<file path="config.mk">
export PLATFORM = sky130hd
export DESIGN_NAME = alu_pipe
export DESIGN_NICKNAME = d
export VERILOG_FILES = /design/src/rtl/alu_pipe.sv
export SDC_FILE = /design/constraint.sdc
export NUM_CORES = 1
export LEC_CHECK = 0
export ABC_AREA = 1
export BUFFER_PORTS_ARGS = -buffer_cell sky130_fd_sc_hd__buf_4
export CAP_MARGIN = 15
export CORE_MARGIN = 1.5
export CORE_UTILIZATION = 25
export DETAILED_ROUTE_END_ITERATION = 8
export GPL_TIMING_DRIVEN = 0
export PLACE_DENSITY = 0.47
export REMOVE_ABC_BUFFERS = 1
export SYNTH_ARGS = -nofsm -noshare
export SYNTH_HDL_FRONTEND = slang
export SYNTH_SLANG_ARGS = --single-unit
export TNS_END_PERCENT = 1
</file>
<file path="constraint.sdc">
create_clock -name clk -period 1.8 [get_ports clk]
set_input_delay 0 -clock clk [delete_from_list [all_inputs] [get_ports clk]]
set_output_delay 0 -clock clk [all_outputs]
set_load 0.01 [all_outputs]
</file>
<file path="src/rtl/alu_pipe.sv">
// Registered valid/ready ALU, one operation in flight, result held until consumed.
// Define ALU_PIPE_MUL_EN to build the iterative shift-add multiplier; otherwise MUL is reserved.
module alu_pipe #(
   parameter int unsigned WIDTH = 32,
   parameter int unsigned SHW   = $clog2(WIDTH)
) (
   input  logic             clk,
   input  logic             rst,
   input  logic             in_valid,
   output logic             in_ready,
   input  logic [3:0]       op,
   input  logic [WIDTH-1:0] in1,
   input  logic [WIDTH-1:0] in2,
   input  logic [SHW-1:0]   shamt,
   output logic             out_valid,
   input  logic             out_ready,
   output logic [WIDTH-1:0] out,
   output logic             zero
);

   localparam logic [3:0] OpAnd = 4'd0;
   localparam logic [3:0] OpOr  = 4'd1;
   localparam logic [3:0] OpAdd = 4'd2;
   localparam logic [3:0] OpSub = 4'd3;
   localparam logic [3:0] OpSlt = 4'd4;
   localparam logic [3:0] OpNe  = 4'd5;
   localparam logic [3:0] OpSll = 4'd6;
   localparam logic [3:0] OpSra = 4'd7;
`ifdef ALU_PIPE_MUL_EN
   localparam logic [3:0] OpMul = 4'd8;
`endif

   typedef enum logic [1:0] {StIdle, StMul, StDone} state_e;

   state_e           state_q, state_d;
   logic [WIDTH-1:0] out_q, out_d;
   logic             zero_q, zero_d;
   logic             out_valid_q, out_valid_d;
   logic [WIDTH-1:0] alu_res;
   logic             accept;

`ifdef ALU_PIPE_MUL_EN
   logic [WIDTH-1:0] acc_q, acc_d;
   logic [WIDTH-1:0] mcand_q, mcand_d;
   logic [WIDTH-1:0] mplier_q, mplier_d;
   logic [SHW-1:0]   cnt_q, cnt_d;
   logic [WIDTH-1:0] partial;
`endif

   assign in_ready  = ~rst & (state_q != StMul) & (~out_valid_q | out_ready);
   assign accept    = in_valid & in_ready;
   assign out_valid = out_valid_q;
   assign out       = out_q;
   assign zero      = zero_q;

   // Reserved ops (and MUL without the multiplier) fall through to zero.
   always_comb begin
      alu_res = '0;
      case (op)
         OpAnd:   alu_res = in1 & in2;
         OpOr:    alu_res = in1 | in2;
         OpAdd:   alu_res = in1 + in2;
         OpSub:   alu_res = in1 - in2;
         OpSlt:   alu_res = {{(WIDTH-1){1'b0}}, ($signed(in1) < $signed(in2))};
         OpNe:    alu_res = {{(WIDTH-1){1'b0}}, (in1 != in2)};
         OpSll:   alu_res = in2 << shamt;
         OpSra:   alu_res = $signed(in2) >>> shamt;
         default: alu_res = '0;
      endcase
   end

   always_comb begin
      state_d     = state_q;
      out_d       = out_q;
      zero_d      = zero_q;
      out_valid_d = out_valid_q;
`ifdef ALU_PIPE_MUL_EN
      acc_d    = acc_q;
      mcand_d  = mcand_q;
      mplier_d = mplier_q;
      cnt_d    = cnt_q;
      partial  = acc_q + (mplier_q[0] ? mcand_q : '0);
`endif
      case (state_q)
         StIdle, StDone: begin
            if (state_q == StDone && out_ready) begin
               out_valid_d = 1'b0;
               state_d     = StIdle;
            end
            if (accept) begin
`ifdef ALU_PIPE_MUL_EN
               if (op == OpMul) begin
                  acc_d       = '0;
                  mcand_d     = in1;
                  mplier_d    = in2;
                  cnt_d       = '0;
                  out_valid_d = 1'b0;
                  state_d     = StMul;
               end else begin
                  out_d       = alu_res;
                  zero_d      = (alu_res == '0);
                  out_valid_d = 1'b1;
                  state_d     = StDone;
               end
`else
               out_d       = alu_res;
               zero_d      = (alu_res == '0);
               out_valid_d = 1'b1;
               state_d     = StDone;
`endif
            end
         end
`ifdef ALU_PIPE_MUL_EN
         // One multiplier bit per clock; the last step writes the result directly.
         StMul: begin
            acc_d    = partial;
            mcand_d  = mcand_q << 1;
            mplier_d = mplier_q >> 1;
            cnt_d    = cnt_q + 1'b1;
            if (cnt_q == SHW'(WIDTH - 1)) begin
               out_d       = partial;
               zero_d      = (partial == '0);
               out_valid_d = 1'b1;
               state_d     = StDone;
            end
         end
`endif
         default: state_d = StIdle;
      endcase
   end

   always_ff @(posedge clk or posedge rst) begin
      if (rst) begin
         state_q     <= StIdle;
         out_q       <= '0;
         zero_q      <= 1'b1;
         out_valid_q <= 1'b0;
`ifdef ALU_PIPE_MUL_EN
         acc_q       <= '0;
         mcand_q     <= '0;
         mplier_q    <= '0;
         cnt_q       <= '0;
`endif
      end else begin
         state_q     <= state_d;
         out_q       <= out_d;
         zero_q      <= zero_d;
         out_valid_q <= out_valid_d;
`ifdef ALU_PIPE_MUL_EN
         acc_q       <= acc_d;
         mcand_q     <= mcand_d;
         mplier_q    <= mplier_d;
         cnt_q       <= cnt_d;
`endif
      end
   end

endmodule

</file>
==> reports/qor.txt, run 1 <==
synthesized instance count -> 2183
fraction of layout instances using a drive strength above 1 -> 19.6%
Yosys Warn Count -> 0
core area -> 44400 um^2
Worst-path clk slew -> 0.06 ns
Die Ht -> 216 um
reg2reg setup slack -> -0.15 ns
ant diodes -> 0
DRT Pass-1 Iters -> 7
PortBufs -> 111
Internal Power -> 2.85 mW
Final ANT Viol Nets -> 0
fin. max-slew vios -> 0
Final Critical Period -> 2.05 ns
num rows -> 77
status -> finished, violations left
fin cells -> 2835
Layout area overhead -> 24.7%
CP dominant cell by count -> nand2_2
Psw -> 3.10 mW
Crit Path Category -> primary input to flop
slowest stage delay, CP -> 0.32 ns
Final Wtd Congestion -> 0.947
wire per inst -> 19.3 um
worst skew pair latency -> 0.28 ns
1st-iter DRT viols -> 1437
Post-Synth XOR/XNOR Area -> 0%
Ports -> 112
Post-Synth Adder-Cell Area -> 11.4%
MaxCap Viol Count -> 0
Worst VDD drop -> 0.000418 V
Setup Skew -> 0.00197 ns
clock buffer depth -> 2
syn avg cell area -> 5.18 um^2
Root Driver -> clkbuf_16
RSZ-0062 raised after global routing -> yes
period utilization -> 114%
WP data arrival -> 2.28 ns
simple-gate portion of the synthesized area -> 57.5%
largest family of logic cells by synthesized area -> simple AND/OR/NAND/NOR gates
setup ws final -> -0.248 ns
GR Overflow Total -> 0
sequential fraction of design power -> 15.8%
Lkg Pwr -> 7.43 nW
PD cells -> 422 nW/um^2
die area -> 46500 um^2
failing checks -> negative setup slack
Worst Path Max Fanout -> 7
Startpoint Class -> primary input
Nets -> 2421
Rel. slew slack -> 52.8%
Die X -> 216 um
vias in the first global route -> 13800
hpwl dp -> 44.5 mm
part of the Yosys area used for sequential elements -> 7.53%
Clk pwr share -> 14.9%
Crit-path slowest cell -> ha_4
Final setup viols -> 5
Cells after DPL -> 2786
Total GRT Usage -> 22.7%
H-tree levels -> 2
post-synthesis compound-gate area fraction -> 7.58%
largest net degree at the start of global routing -> 66
antenna violations before repair -> 0
count of different cell masters after synthesis -> 41
pre-CTS WS -> -1.37 ns
worst-margin pin slew -> 0.707 ns
Final Hold Violating Endpoints -> 0
Sw Ratio -> 52.1%
combinational power share -> 69.4%
first-pass GRT wire length -> 81.2 mm
Hold WS -> 0.268 ns
Post-Syn Area -> 11300 um^2
CTS tree -> done
Num CTS Buffers -> 5
Starting Density -> 25.5%
DRC -> 0
Hold Crit Class -> primary input to flop
crit path cell chain -> buf_4 > inv_2 > ha_4 > buf_4 > nand3_1 > nand2_2 > nand2_2 > nand2_2 > nand2_1 > nand2_2 > nand2_1 > nand3_1 > nand4_1 > nor2_1 > nand2_2 > nor2_4 > nand3_2 > nand2_1
mux share of post-synthesis cell area -> 0%
clk sinks -> 34
Via density -> 5.15
FMAX -> 0.488 GHz
Power, Total -> 5.96 mW
via count -> 14600
flops & latches, synth -> 34
CP endpoint kind -> flop
drt total wl -> 54.7 mm
CP required -> 2.03 ns
[layer usage]
| layer | vias up | track usage (%) | share of wire (%) |
|---|---|---|---|
| met5 | - | 0 | 0 |
| met4 | 0 | 4.71 | 2.4 |
| met3 | 62 | 0.930 | 4.1 |
| met2 | 410 | 40.5 | 49 |
| met1 | 6991 | 30.1 | 45 |
| li1 | 7124 | - | - |
[final cells by class]
type | count | area [um^2]
Tap cell | 592 | 741
Sequential cell | 34 | 852
Fill cell | 5050 | 30300
Timing Repair Buffer | 156 | 1320
Multi-Input combinational cell | 1722 | 9780
Clock inverter | 1 | 5.00
Inverter | 321 | 1250
Timing Repair inverter | 2 | 12.5
Clock buffer | 7 | 143
[cells in the mapped netlist, drive strengths merged]
library cell	number	area (um^2)
and2	2	12.5
clkinv	2	7.51
nor3	19	100
nand3b	9	67.6
inv	319	1200
and3	3	18.8
fa	2	40.0
buf	81	498
nand4	24	150
o221ai	1	8.76
nand3	523	2670
o21a	3	22.5
or2	1	6.26
clkbuf	26	100
o21ai	26	130
dfstp	1	26.3
nand2	724	2850
a211oi	1	7.51
nor2	161	622
o211ai	3	22.5
o22ai	31	194
dfrtp	33	826
a21oi	71	359
nor4	2	12.5
o21bai	15	113
ha	100	1250
[cell families (layout without fill, tap and decap cells)]
family                   Yosys count  count (layout)
buffers and inverters            428             487
AO/OA/AOI/OAI                    151             151
AND/OR/NAND/NOR                 1468            1469
adder cells (fa/ha/maj)          102             102
flip-flops                        34              34
[layout by cell type, fill, tap and decap left out, types with 4 or more instances in the layout]
master,Yosys,final
nor2_2,7,40
nand3_4,0,5
inv_4,2,4
ha_2,0,4
buf_6,6,7
nand2_4,9,20
buf_8,2,5
nand4_1,24,24
nor2_1,154,95
clkbuf_16,0,5
o21ai_0,23,21
nand3_2,10,29
o21bai_1,15,15
nand2_1,691,638
a21oi_2,1,15
ha_4,0,29
dfrtp_1,33,33
nand3b_1,9,9
buf_4,9,137
o21ai_1,3,4
inv_2,5,21
nand3_1,513,489
ha_1,100,67
nand2_2,24,66
nor2_4,0,27
a21oi_1,70,54
o22ai_1,31,31
nor3_1,18,15
inv_1,312,289
[worst max-delay path, delay by kind of cell]
kind	cells	cell delay [ns]
buf+inv	3	0.31
fa+ha+maj	1	0.32
simple gates	14	1.64
[per-stage QoR]
step           cell area (um^2)  utilization, %  TNS [ns]
2_1_floorplan             10700               -    -17.27
3_3_place_gp              12300            27.7   -110.91
3_5_place_dp              12400            28.0    -29.50
4_1_cts                   13400            30.2    -0.544
5_1_grt                   14100            31.7     -2.42
6_report                  14100            31.7    -0.431
[what timing repair did]
item	CTS	global route
gates cloned	2	1
pin swaps	29	62
setup buffers	16	20
hold buffers	2	0
endpoints found under the setup margin	34	33
endpoints found under the hold margin	16	0
resized for setup	175	141
[registers in the layout, summed over array words and instances, names as in the netlist]
signal	flops
zero	1
out_valid	1
out	32
[power groups by stage]
stage               clock network (mW)  registers, mW  logic [mW]
floorplan                            0          0.991        2.10
global placement                     0          0.953        3.48
detailed placement                   0          0.950        3.52
CTS                              0.900          0.941        3.79
global route                     0.955          0.951        4.53
finish                           0.886          0.938        4.13
[final timing paths]
check | end | from | depth (start not counted)
setup reg to reg | zero | out_valid | 11
min in group asynchronous | out[0] | rst | 3
hold reg to reg | zero | zero | 2
max in group asynchronous | zero | rst | 4
hold / removal | zero | in_valid | 4
setup / recovery | zero | in2[2] | 18
(Power assumes the default switching activity.)
==> inputs of run 2 (changes only) <==
==> constraint.sdc (replaced) <==
create_clock -name clk -period 2.1 [get_ports clk]
set_input_delay 0 -clock clk [delete_from_list [all_inputs] [get_ports clk]]
set_output_delay 0 -clock clk [all_outputs]
set_load 0.01 [all_outputs]
==> reports/qor.txt, run 2 (synthesis gave the netlist of run 1 again) <==
status -> finished, violations left
failing checks -> negative setup slack
vias in the first global route -> 13800
GR Overflow Total -> 0
Worst Path Max Fanout -> 18
ant diodes -> 0
CTS tree -> done
Starting Density -> 25.5%
num rows -> 77
drt total wl -> 54.4 mm
sequential fraction of design power -> 16.2%
reg2reg setup slack -> 0.10 ns
hold_sp -> in_valid
Final ANT Viol Nets -> 0
Startpoint Class -> primary input
crit path cell chain -> buf_4 > inv_1 > nor2_1 > nand2_2 > buf_16 > o22ai_1 > nand3b_1 > nor2_1 > nand3_1 > nor2_1 > nand2_1 > nor2_1 > nand3_1 > nand2_1
worst-margin pin slew -> 0.725 ns
via count -> 14400
combinational power share -> 68.7%
Sw Ratio -> 52.1%
core area -> 44400 um^2
Nets -> 2413
Lkg Pwr -> 7.30 nW
Cells after DPL -> 2786
DRC -> 0
Final Hold Violating Endpoints -> 0
H-tree levels -> 2
PortBufs -> 111
fraction of layout instances using a drive strength above 1 -> 17.1%
wire per inst -> 19.2 um
largest net degree at the start of global routing -> 66
CP dominant cell by count -> nor2_1
WP data arrival -> 2.36 ns
Psw -> 2.59 mW
Worst-path clk slew -> 0.05 ns
most common cell after layout, fill and taps aside -> nand2_1
Setup Skew -> 0.00154 ns
area of the multi-input gates -> 9510 um^2
CP required -> 2.33 ns
setup ws final -> -0.0291 ns
Hold Crit Class -> primary input to flop
antenna violations before repair -> 1
max reg flops -> 32
Reg area -> 852 um^2
Layout area overhead -> 21.4%
Die Ht -> 216 um
DRT Pass-1 Iters -> 5
Die X -> 216 um
FMAX -> 0.470 GHz
Internal Power -> 2.38 mW
1st-iter DRT viols -> 1323
Ports -> 112
CP endpoint kind -> flop
Final setup viols -> 1
MaxCap Viol Count -> 0
RSZ-0062 raised after global routing -> yes
Num CTS Buffers -> 5
Clk pwr share -> 15.1%
period utilization -> 101%
most frequent cells in the layout -> 651 x nand2_1, 499 x nand3_1, 298 x inv_1
r2r worst-path depth -> 11
Hold Crit Endpoint -> zero
Worst VDD drop -> 0.000351 V
worst skew pair latency -> 0.28 ns
Rel. slew slack -> 51.6%
Final Critical Period -> 2.13 ns
Via density -> 5.11
clk sinks -> 34
die area -> 46500 um^2
FF-to-FF Start -> out_valid
Crit Path Category -> primary input to flop
Reg-to-Reg End -> zero
final core occ -> 30.9%
clock buffer depth -> 2
PD cells -> 362 nW/um^2
slowest stage delay, CP -> 0.37 ns
Hold Crit Depth -> 4
first-pass GRT wire length -> 81.1 mm
Final Wtd Congestion -> 0.947
hpwl dp -> 44.5 mm
fin cells -> 2827
Root Driver -> clkbuf_16
Total GRT Usage -> 22.6%
Crit-path slowest cell -> nor2_1
Power, Total -> 4.97 mW
sum of negative setup slack -> -0.0291 ns
Hold WS -> 0.269 ns
fin. max-slew vios -> 0
fillers -> 5094
run 2: changes by cell type in the layout (fill, tap and decap cells not counted), sizes merged:
cell and delta:
buf -9, clkbuf +1
run 2: worst max path at each step:
stage	from	to	slack, ns	depth (start not counted)
6_report	op[0]	zero	-0.03	14
5_1_grt	in2[23]	zero	-0.16	17
4_1_cts	in2[0]	zero	-0.05	21
3_5_place_dp	out_valid	zero	-1.07	11
3_3_place_gp	op[3]	zero	-4.30	17
2_1_floorplan	op[3]	zero	-0.60	16
run 2: area by class of cell:
class,count,area share [%]
Clock buffer,7,1.04
Clock inverter,1,0.0364
Inverter,321,9.01
Multi-Input combinational cell,1722,69.2
Sequential cell,34,6.20
Tap cell,592,5.39
Timing Repair Buffer,148,9.00
Timing Repair inverter,2,0.0911
run 2: layer usage:
metal | up-vias | routed length, um | share of wire, % | global-route usage, %
met5 | - | 13 | 0.024 | 0
met1 | 6825 | 24200 | 45 | 30.0
li1 | 7121 | - | - | -
met4 | 2 | 1280 | 2.4 | 4.76
met3 | 61 | 2450 | 4.5 | 0.958
met2 | 429 | 26400 | 49 | 40.5
run 2: critical path: cells and delay by family:
| kind | cells | cell delay, ns |
|---|---|---|
| AND/OR/NAND/NOR | 10 | 1.75 |
| AO/OA/AOI/OAI | 1 | 0.09 |
| buffers and inverters | 3 | 0.48 |
run 2: stage by stage:
step,area (um^2),setup slack (ns)
2_1_floorplan,10700,-0.599
3_3_place_gp,12300,-4.30
3_5_place_dp,12400,-1.07
4_1_cts,13300,-0.0538
5_1_grt,13700,-0.157
6_report,13700,-0.0291
run 2: what timing repair did:
action,CTS,global route
gates cloned,2,1
pin swaps,28,29
hold endpoints to repair,16,0
setup buffers,16,12
resized for setup,154,82
endpoints found under the setup margin,33,16
hold buffers,2,0
run 2: power groups by stage:
stage / Clock, mW / Combinational [mW] / Sequential (mW)
global placement: 0 / 2.99 / 0.817
finish: 0.752 / 3.41 / 0.804
global route: 0.819 / 3.76 / 0.816
floorplan: 0 / 1.80 / 0.849
CTS: 0.772 / 3.23 / 0.806
detailed placement: 0 / 3.02 / 0.814
